## src/rtl/arbitro_wrr.sv

```systemverilog
// Weighted round-robin scheduler from the four yellow class FIFOs into the blue FIFOs.
// It pops at most one yellow FIFO per cycle and pushes that word one cycle later to the blue FIFO named by its dest field.
module arbitro_wrr #(
  parameter int DATA_W  = 12,
  parameter int N_PORTS = 4
) (
  input  logic              clk,
  input  logic              reset,
  input  logic              Enable,
  input  logic [7:0]        pesos,
  input  logic [3:0]        FIFO_empty,
  input  logic [DATA_W-1:0] data_p0,
  input  logic [DATA_W-1:0] data_p1,
  input  logic [DATA_W-1:0] data_p2,
  input  logic [DATA_W-1:0] data_p3,
  input  logic [3:0]        Almost_full,
  output logic [3:0]        Pops,
  output logic [3:0]        Push,
  output logic [DATA_W-1:0] data_out,
  output logic [1:0]        grant,
  output logic              busy
);

  typedef enum logic {IDLE, SERVE} state_t;

  state_t                   state;
  logic [1:0]               ptr;
  logic [2:0]               credit;
  logic [DATA_W-1:0]        head [N_PORTS];
  logic [N_PORTS-1:0]       elig;
  logic [1:0]               pick;
  logic [1:0]               scan_idx;
  logic                     found;
  logic                     pop_en;

  assign head[0] = data_p0;
  assign head[1] = data_p1;
  assign head[2] = data_p2;
  assign head[3] = data_p3;

  // A port is eligible only if its destination blue FIFO can still take a word.
  always_comb begin
    for (int i = 0; i < N_PORTS; i++) begin
      elig[i] = !FIFO_empty[i] && !Almost_full[head[i][9:8]];
    end
  end

  // Rotating priority scan starting at ptr.
  always_comb begin
    pick     = ptr;
    scan_idx = ptr;
    found    = 1'b0;
    for (int k = 0; k < N_PORTS; k++) begin
      scan_idx = ptr + 2'(k);
      if (!found && elig[scan_idx]) begin
        pick  = scan_idx;
        found = 1'b1;
      end
    end
  end

  assign pop_en = (state == SERVE) && Enable && elig[grant];
  assign Pops   = pop_en ? (4'b0001 << grant) : 4'b0000;
  assign busy   = (state == SERVE);

  // Arbitration stage: IDLE picks a port and loads its credits, SERVE spends them.
  always_ff @(posedge clk or negedge reset) begin
    if (!reset) begin
      state  <= IDLE;
      ptr    <= 2'd0;
      credit <= 3'd0;
      grant  <= 2'd0;
    end else begin
      case (state)
        IDLE: begin
          if (Enable && found) begin
            grant  <= pick;
            credit <= {1'b0, pesos[{pick, 1'b0} +: 2]} + 3'd1;
            state  <= SERVE;
          end
        end
        SERVE: begin
          if (Enable) begin
            if (pop_en) begin
              credit <= credit - 3'd1;
              if (credit == 3'd1) begin
                state <= IDLE;
                ptr   <= grant + 2'd1;
              end
            end else begin
              state <= IDLE;
              ptr   <= grant + 2'd1;
            end
          end
        end
        default: state <= IDLE;
      endcase
    end
  end

  // Push stage: drains regardless of Enable; reset drops an in-flight word.
  always_ff @(posedge clk or negedge reset) begin
    if (!reset) begin
      Push     <= 4'b0000;
      data_out <= '0;
    end else begin
      if (pop_en) begin
        Push     <= 4'b0001 << head[grant][9:8];
        data_out <= head[grant];
      end else begin
        Push     <= 4'b0000;
      end
    end
  end

endmodule

```

## config.mk

```make
export PLATFORM = sky130hd
export DESIGN_NAME = arbitro_wrr
export DESIGN_NICKNAME = d
export VERILOG_FILES = /design/src/rtl/arbitro_wrr.sv
export SDC_FILE = /design/constraint.sdc
export NUM_CORES = 1
export LEC_CHECK = 0
export CAP_MARGIN = 20
export CORE_MARGIN = 8
export CORE_UTILIZATION = 40
export DETAILED_ROUTE_END_ITERATION = 16
export PLACE_DENSITY = 0.88
export SYNTH_ARGS = -nofsm -noshare
export SYNTH_HDL_FRONTEND = slang
export SYNTH_SLANG_ARGS = --single-unit
```

## constraint.sdc

```tcl
create_clock -name clk -period 3.45 [get_ports clk]
set_input_delay 0.8625 -clock clk [delete_from_list [all_inputs] [get_ports clk]]
set_output_delay 0.8625 -clock clk [all_outputs]
set_load 0.05 [all_outputs]
```

; Yosys cells after proc, flatten, opt, wreduce, memory -nomap -nowiden
; Cells that the tools add are included.
[totals]
mem_count = 0
input_bits = 67
mem_bits_ro = 0
word_cells = 97
mem_bits_rw = 0
latch_bits = 0
ff_bits = 24
output_inout_bits = 23
[op_classes]
add_sub_neg = 6
bitwise_logic = 2
n_mux = 41
n_reduce_logical = 24
div = 0
mul = 0
shifts = 3
n_lt_le_gt_ge = 10
n_eq_ne = 5
[ops]
columns = op, n
row1 = < comparator 2 x 3 -> 1 bit (second input constant), 9
row2 = binary-select mux 12 bit (select 2 bit), 1
row3 = 2-to-1 mux 12 bit, 2
row4 = binary-select mux 1 bit (select 2 bit), 9
row5 = 2-to-1 mux 1 bit, 17
row6 = logical NOT 1 bit, 11
row7 = logical AND 1 bit, 10
row8 = 2-to-1 mux 2 bit, 5
row9 = 2-to-1 mux 3 bit, 3
row10 = 2-to-1 mux 4 bit, 2
row11 = indexed part select 8 x 4 -> 2 bit, 1
row12 = left shift 1 x 2 -> 4 bit (first input constant), 2
row13 = one-hot mux 3 bit (2 select lines), 1
row14 = AND reduction 3 bit, 2
row15 = adder 2 x 1 -> 2 bit (second input constant), 2
row16 = adder 2 bit (second input constant), 2
row17 = != test 2 x 1 -> 1 bit (second input constant), 2
row18 = != test 2 bit (second input constant), 2
row19 = adder 2 x 1 -> 3 bit (second input constant), 1
row20 = equality test 3 x 1 -> 1 bit (second input constant), 1
row21 = greater-or-equal comparator 3 bit (second input constant), 1
row22 = inverter 2 -> 3 bit, 1
row23 = subtractor 3 x 1 -> 3 bit (second input constant), 1
row24 = one-hot mux 1 bit (2 select lines), 1
row25 = 2 further kinds, 2

; Depth between registers and ports, before layout
; Gate-level depths: netlist of run 1.
[depth]
ltp_word = 20
ltp_mapped = 10
ltp_nobuf = 10

; Worst setup path before layout of run 1
; Ideal clock, no wire load.
[synth_timing]
path_kind = input to output
start = input data_p1[8]
end = output Pops[0]
arrival_time_ns = 2.640
path_stages = 7
required_ns = 2.588
path_buffers = 2
setup_slack_ns = -0.052
cell_sequence = mux4_2 > nor2_4 > mux4_2 > and3_1 > buf_6 > buf_2 > and2_1
[synth_via]
elab_chain_cells = 8
[synth_lines]
columns = element, line_no
row1 = start: declaration, 13  ; input logic [DATA_W-1:0] data_p1,
row2 = binary-select mux 1 bit (select 2 bit), 44  ; elig[i] = !FIFO_empty[i] && !Almost_full[head[i][9:8]];
row3 = 2-to-1 mux 1 bit (not written as such), 44
row4 = logical NOT 1 bit, 44
row5 = logical AND 1 bit, 44
row6 = binary-select mux 1 bit (select 2 bit), 62  ; assign pop_en = (state == SERVE) && Enable && elig[grant];
row7 = 2-to-1 mux 1 bit (not written as such), 62
row8 = logical AND 1 bit, 62
row9 = 2-to-1 mux 4 bit, 63  ; assign Pops = pop_en ? (4'b0001 << grant) : 4'b0000;
row10 = end: declaration, 17  ; output logic [3:0] Pops,
; Every way passes these cells. The select of a mux whose other input is x is not followed.

; Final worst setup path of run 1
[layout_timing]
start = input data_p0[8]
end = output Pops[0]
[layout_via]
elab_chain_cells = 8
[layout_lines]
columns = element, line_no
row1 = start: declaration, 12  ; input logic [DATA_W-1:0] data_p0,
row2 = binary-select mux 1 bit (select 2 bit), 44
row3 = 2-to-1 mux 1 bit (not written as such), 44
row4 = logical NOT 1 bit, 44
row5 = logical AND 1 bit, 44
row6 = binary-select mux 1 bit (select 2 bit), 62
row7 = 2-to-1 mux 1 bit (not written as such), 62
row8 = logical AND 1 bit, 62
row9 = 2-to-1 mux 4 bit, 63
; Every way passes these cells. The select of a mux whose other input is x is not followed.

==> results_dict.tcl, run 1 <==
set metrics [dict create \
    nets 323 \
    cts_max_level 1 \
    status "finished clean" \
    die_height_um 82.06 \
    synth_flop_cell "dfrtp_1" \
    async_flop_share_pct 100.0 \
    cap_viol_max_count 0 \
    die_w_um 82.06 \
    synthMuxAreaShare_pct 33.69 \
    synthAdderAreaFrac_pct 5.018 \
    cts_sinks 24 \
    vias_per_cell 5.437 \
    wl_per_cell_um 17.56 \
    io_pins 90 \
    holdWs_ns 0.4965 \
    crit_required_ns 2.59 \
    synth_warnings 0 \
    tightest_slew_ns 0.5410 \
    ant_nets 0 \
    drt_iter0_markers 102 \
    ir_drop_uv 459.7 \
    powerDensity_nw_per_um2 715.0 \
    yosys.area_share.simple_pct 10.82 \
    overflow 0 \
    synth-edff-count 0 \
    mostFrequentLayoutCell "clkdlybuf4s50_1" \
    io_buffers 89 \
    wirelength_um 5267 \
    grt_pass1_vias 1586 \
    place.gp.congestion 0.7965 \
    period_needed_ns 3.419 \
    initial_core_util_pct 40.93 \
    setup_viol 0 \
    synth_top_family_by_area "multiplexers" \
    fin_worst_skew_ns 0.002792 \
    synth_fp_nets 219 \
    worstPathMaxFanout 6 \
    critPathKind "input pin to primary output" \
    syn_to_final_growth_pct 65.81 \
    drc 0 \
    grt_pass1_wl_um 7921 \
    dp_slack_ns -0.3460 \
    ys_ff_latch 24 \
    hpwl_um 4255 \
    slew_violations 0 \
    cts_tree "yes" \
    antenna_found_initial 0 \
    track_usage_pct 14.96 \
    dieArea_sq_um 6733 \
    yosysUniqueCellTypes 40 \
    ys_seq_area_share_pct 34.41 \
    numCtsBuffers 3 \
    clk_pin_slew_worst_paths_ns 0.08 \
    antenna_cells 0 \
    report.final.hold_viol_count 0 \
    synth_area_sq_um 1745 \
    core_area_sq_um 4264 \
    finalCritPeriodShare_pct 99.09 \
    synth_compound_area_share_pct 11.90 \
    clk_latency_ns 0.26 \
    vias 1631 \
    nFillCells 330 \
    grt_max_degree 25 \
    arrival_ns 2.56 \
    syn_area_per_cell_sq_um 12.04 \
    start_kind "input pin" \
    setup_ws_ns 0.03134 \
    synth_xor_area_share_pct 0 \
    syn_inst 145 \
    drive_above_1_share_pct 23.79 \
    holdCritPathClass "flip-flop to flip-flop" \
    cts-root-buf "clkbuf_8" \
    leakagePower_uw 0.001237 \
    slew_headroom_pct 63.82 \
    dr.pass1.iters 4 \
    max_clock_freq_mhz 292.5 \
    end_kind "primary output" \
    tns_ns 0 \
    clk_path_buf_depth 2 \
    most-common-layout-cells "clkdlybuf4s50_1 (71), dfrtp_1 (24), buf_4 (18)" \
    num_rows 24 \
]
## per-layer routing
layer / vias to the layer above / share of wire (%) / global-route usage, %
met5: - / 0 / 0
li1: 764 / - / -
met3: 6 / 7.3 / 4.267
met2: 56 / 53 / 25.57
met4: 0 / 1.2 / 2.807
met1: 805 / 38 / 18.39
## path summary, 6_finish.rpt
kind,slack (ns),cells past startpoint,to,start
worst max-delay path,0.03,7,Pops[0],data_p0[8]
worst max register to register,1.17,8,credit[1]$_DFFE_PN0P_,ptr[1]$_DFFE_PN0P_
worst min-delay path,0.50,1,data_out[10]$_DFFE_PN0P_,data_out[10]$_DFFE_PN0P_
min in group asynchronous,0.96,2,data_out[11]$_DFFE_PN0P_,reset
worst min register to register,0.50,1,data_out[10]$_DFFE_PN0P_,data_out[10]$_DFFE_PN0P_
max in group asynchronous,2.25,2,Push[0]$_DFF_PN0_,reset
## final cells by class
class                      instances  area, sq um  share of cell area (%)
clock buffer                       4        55.05                   1.902
sequential                        24        600.6                   20.75
multi-input combinational        106         1097                   37.92
tap                               52        65.06                   2.248
inverter                           7        26.28                  0.9079
timing repair buffer             107         1050                   36.27
## critical path, cell delays in order
cell and delay [ns]:
dlygate4sd2_1 0.26, mux4_2 0.39, nor2_4 0.04, mux4_2 0.48, and3_4 0.22, and2_4 0.16, buf_12 0.14
## repair_timing
| action | 4_1_cts | 5_1_grt |
|---|---|---|
| pin swaps | 3 | 2 |
| resized for setup | 23 | 1 |
| setup endpoints to repair | 5 | 4 |
| hold buffers | 0 | 0 |
| setup buffers | 4 | 2 |
## per-stage QoR
stage	cell area (sq um)	total power [uW]	std cells	util, %
after CTS	2878	2072	298	67.49
final	2894	2069	300	67.87
after detailed placement	2790	1862	290	65.43
after global placement	2790	1831	290	65.43
after global routing	2894	2190	300	67.87
after floorplan	1750	1406	145	-
## kinds of logic after synthesis
kind of cell | Yosys count
muxes | 38
and+or+nand+nor | 34
AOI/OAI and AO/OA | 27
DFF | 24
buffers and inverters | 15
adders and majority gates | 7
## sequential cells by signal, summed over array words and instances, names as in the netlist
| register | cells |
|---|---|
| busy | 1 |
| credit | 3 |
| ptr | 2 |
| grant | 2 |
| data_out | 12 |
| Push | 4 |
## power breakdown
| group | total, uW | switching, uW | internal, uW |
|---|---|---|---|
| combinational | 1390 | 762 | 625 |
| clock | 190 | 88.0 | 102 |
| sequential | 492 | 87.9 | 404 |
| total | 2070 | 938 | 1130 |
## synth_stat cells (3+ instances only)
library cell | instances | area (sq um)
dfrtp_1 | 24 | 600.6
mux2_2 | 7 | 78.83
clkbuf_1 | 5 | 18.77
and2_1 | 6 | 37.54
nor2_1 | 8 | 30.03
nand3_1 | 3 | 15.01
o211ai_1 | 3 | 22.52
mux2_1 | 6 | 67.56
ha_1 | 7 | 87.58
mux2i_1 | 10 | 100.1
a21oi_1 | 4 | 20.02
inv_1 | 7 | 26.28
mux4_2 | 14 | 315.3
nand2_1 | 4 | 15.01
o21ai_0 | 5 | 25.02
No activity file was read; power rests on OpenSTA's default activity.
==> run 2: changes to the inputs <==
--- a/config.mk
+++ b/config.mk
@@ -9,6 +9,7 @@
 export CORE_MARGIN = 8
 export CORE_UTILIZATION = 40
 export DETAILED_ROUTE_END_ITERATION = 16
+export MAX_ROUTING_LAYER = met4
 export PLACE_DENSITY = 0.88
 export SYNTH_ARGS = -nofsm -noshare
 export SYNTH_HDL_FRONTEND = slang
==> results_dict.tcl, run 2 (synthesized netlist as in run 1, its figures left out) <==
set metrics [dict create \
    mostFrequentLayoutCell "clkdlybuf4s50_1" \
    crit_family "multiplexers" \
    drc 0 \
    arrival_ns 2.56 \
    fin_worst_skew_ns 0.003040 \
    crit_buf_inv 2 \
    status "finished clean" \
    grt_pass1_vias 1588 \
    ant_nets 0 \
    io_buffers 89 \
    fin_util_pct 67.87 \
    max_clock_freq_mhz 292.5 \
    cp_cell_sequence "dlygate4sd2_1, mux4_2, nor2_4, mux4_2, and3_4, and2_4, buf_12" \
    nFillCells 330 \
    ir_drop_uv 459.7 \
    cpMostUsedCell "mux4_2" \
    hpwl_um 4255 \
    pwr-share-clk_pct 9.2 \
    antenna_found_initial 0 \
    cts_sinks 24 \
    cts_tree "yes" \
    report.final.hold_viol_count 0 \
    wirelength_um 5258 \
    dieArea_sq_um 6733 \
    antenna_cells 0 \
    dr.pass1.iters 4 \
    fin_cells 300 \
    multi_input_area_sq_um 1097 \
    worstRegToRegCells 8 \
    cts_hold_buffers 0 \
    worstHoldPathCells 1 \
    power_frac_comb_pct 67.0 \
    tightest_slew_ns 0.5410 \
    clk_path_buf_depth 2 \
    core_area_sq_um 4264 \
    switchingPower_uw 937.6 \
    place.gp.congestion 0.8079 \
    max_stage_delay_ns 0.48 \
    setup_viol 0 \
    holdCritPathClass "flip-flop to flip-flop" \
    slew_headroom_pct 63.82 \
    internal_power_uw 1131 \
    drive_above_1_share_pct 23.79 \
    p_sw_share_pct 45.33 \
    end_kind "primary output" \
    r2r_slack_ns 1.16 \
    start_kind "input pin" \
    period_needed_ns 3.419 \
    wl_per_cell_um 17.53 \
    top_regs "data_out x12, Push x4, credit x3" \
    most-common-layout-cells "clkdlybuf4s50_1 (71), dfrtp_1 (24), buf_4 (18)" \
    crit_required_ns 2.59 \
    overflow 0 \
    cts_max_level 1 \
    grt_max_degree 25 \
    die_height_um 82.06 \
    largest_reg_flops 12 \
    ff_latch_area_sq_um 600.6 \
    holdWs_ns 0.4964 \
    critPathKind "input pin to primary output" \
    powerDensity_nw_per_um2 714.7 \
    worstPathMaxFanout 6 \
    cap_viol_max_count 0 \
    die_w_um 82.06 \
    track_usage_pct 15.44 \
    io_pins 90 \
    leakagePower_uw 0.001237 \
    top_register "data_out" \
    syn_to_final_growth_pct 65.81 \
    clk_latency_ns 0.26 \
    grt_pass1_wl_um 7921 \
    cts-root-buf "clkbuf_8" \
    power.total_uw 2068 \
    vias_per_cell 5.447 \
    tns_ns 0 \
    seqPwrFrac_pct 23.8 \
    initial_core_util_pct 40.93 \
    nets 323 \
    vias 1634 \
    drt_iter0_markers 101 \
    num_rows 24 \
    finalCritPeriodShare_pct 99.09 \
    placedCellCount 290 \
    slew_violations 0 \
    numCtsBuffers 3 \
    critPathSlowestCell "mux4_2" \
    path_depth 7 \
    clk_pin_slew_worst_paths_ns 0.08 \
]
run 2: cell counts in the layout (fill, tap and decap cells not counted):
No cell type changed its count.
run 2: power groups by stage:
stage | sequential (uW) | combinational (uW) | clock (uW)
finish | 492 | 1390 | 190
global route | 511 | 1470 | 207
CTS | 489 | 1390 | 195
detailed placement | 495 | 1370 | 0
global placement | 486 | 1340 | 0
floorplan | 802 | 604 | 0
run 2: path summary, 6_finish.rpt:
path / startpoint / end
min: data_out[10]$_DFFE_PN0P_ / data_out[10]$_DFFE_PN0P_
max in group asynchronous: reset / Push[0]$_DFF_PN0_
max: data_p0[8] / Pops[0]
min in group asynchronous: reset / data_out[11]$_DFFE_PN0P_
max reg2reg: ptr[1]$_DFFE_PN0P_ / credit[1]$_DFFE_PN0P_
min reg2reg: data_out[10]$_DFFE_PN0P_ / data_out[10]$_DFFE_PN0P_
run 2: metal layers:
| layer | global-route usage (%) | wire length [um] |
|---|---|---|
| met1 | 18.58 | 2032 |
| met2 | 25.57 | 2788 |
| met5 | - | 0 |
| met4 | 2.807 | 61 |
| met3 | 4.048 | 375 |
run 2: stage by stage:
step	instance area (sq um)	setup slack (ns)
floorplan	1750	0.07589
global placement	2790	-0.2889
detailed placement	2790	-0.3460
CTS	2878	0.02161
global route	2894	-0.009868
finish	2894	0.03147
run 2: final cells by class:
| type | count | area share [%] |
|---|---|---|
| clock buffers | 4 | 1.902 |
| repair buffers | 107 | 36.27 |
| inverters | 7 | 0.9079 |
| multi-input cells | 106 | 37.92 |
| flip-flops and latches | 24 | 20.75 |
| well taps | 52 | 2.248 |
run 2: repair_timing:
| item | in CTS | in global routing |
|---|---|---|
| setup buffers | 4 | 2 |
| resized for setup | 23 | 1 |
| endpoints found under the setup margin | 5 | 4 |
| pin swaps | 3 | 2 |
| endpoints found under the hold margin | 0 | 0 |
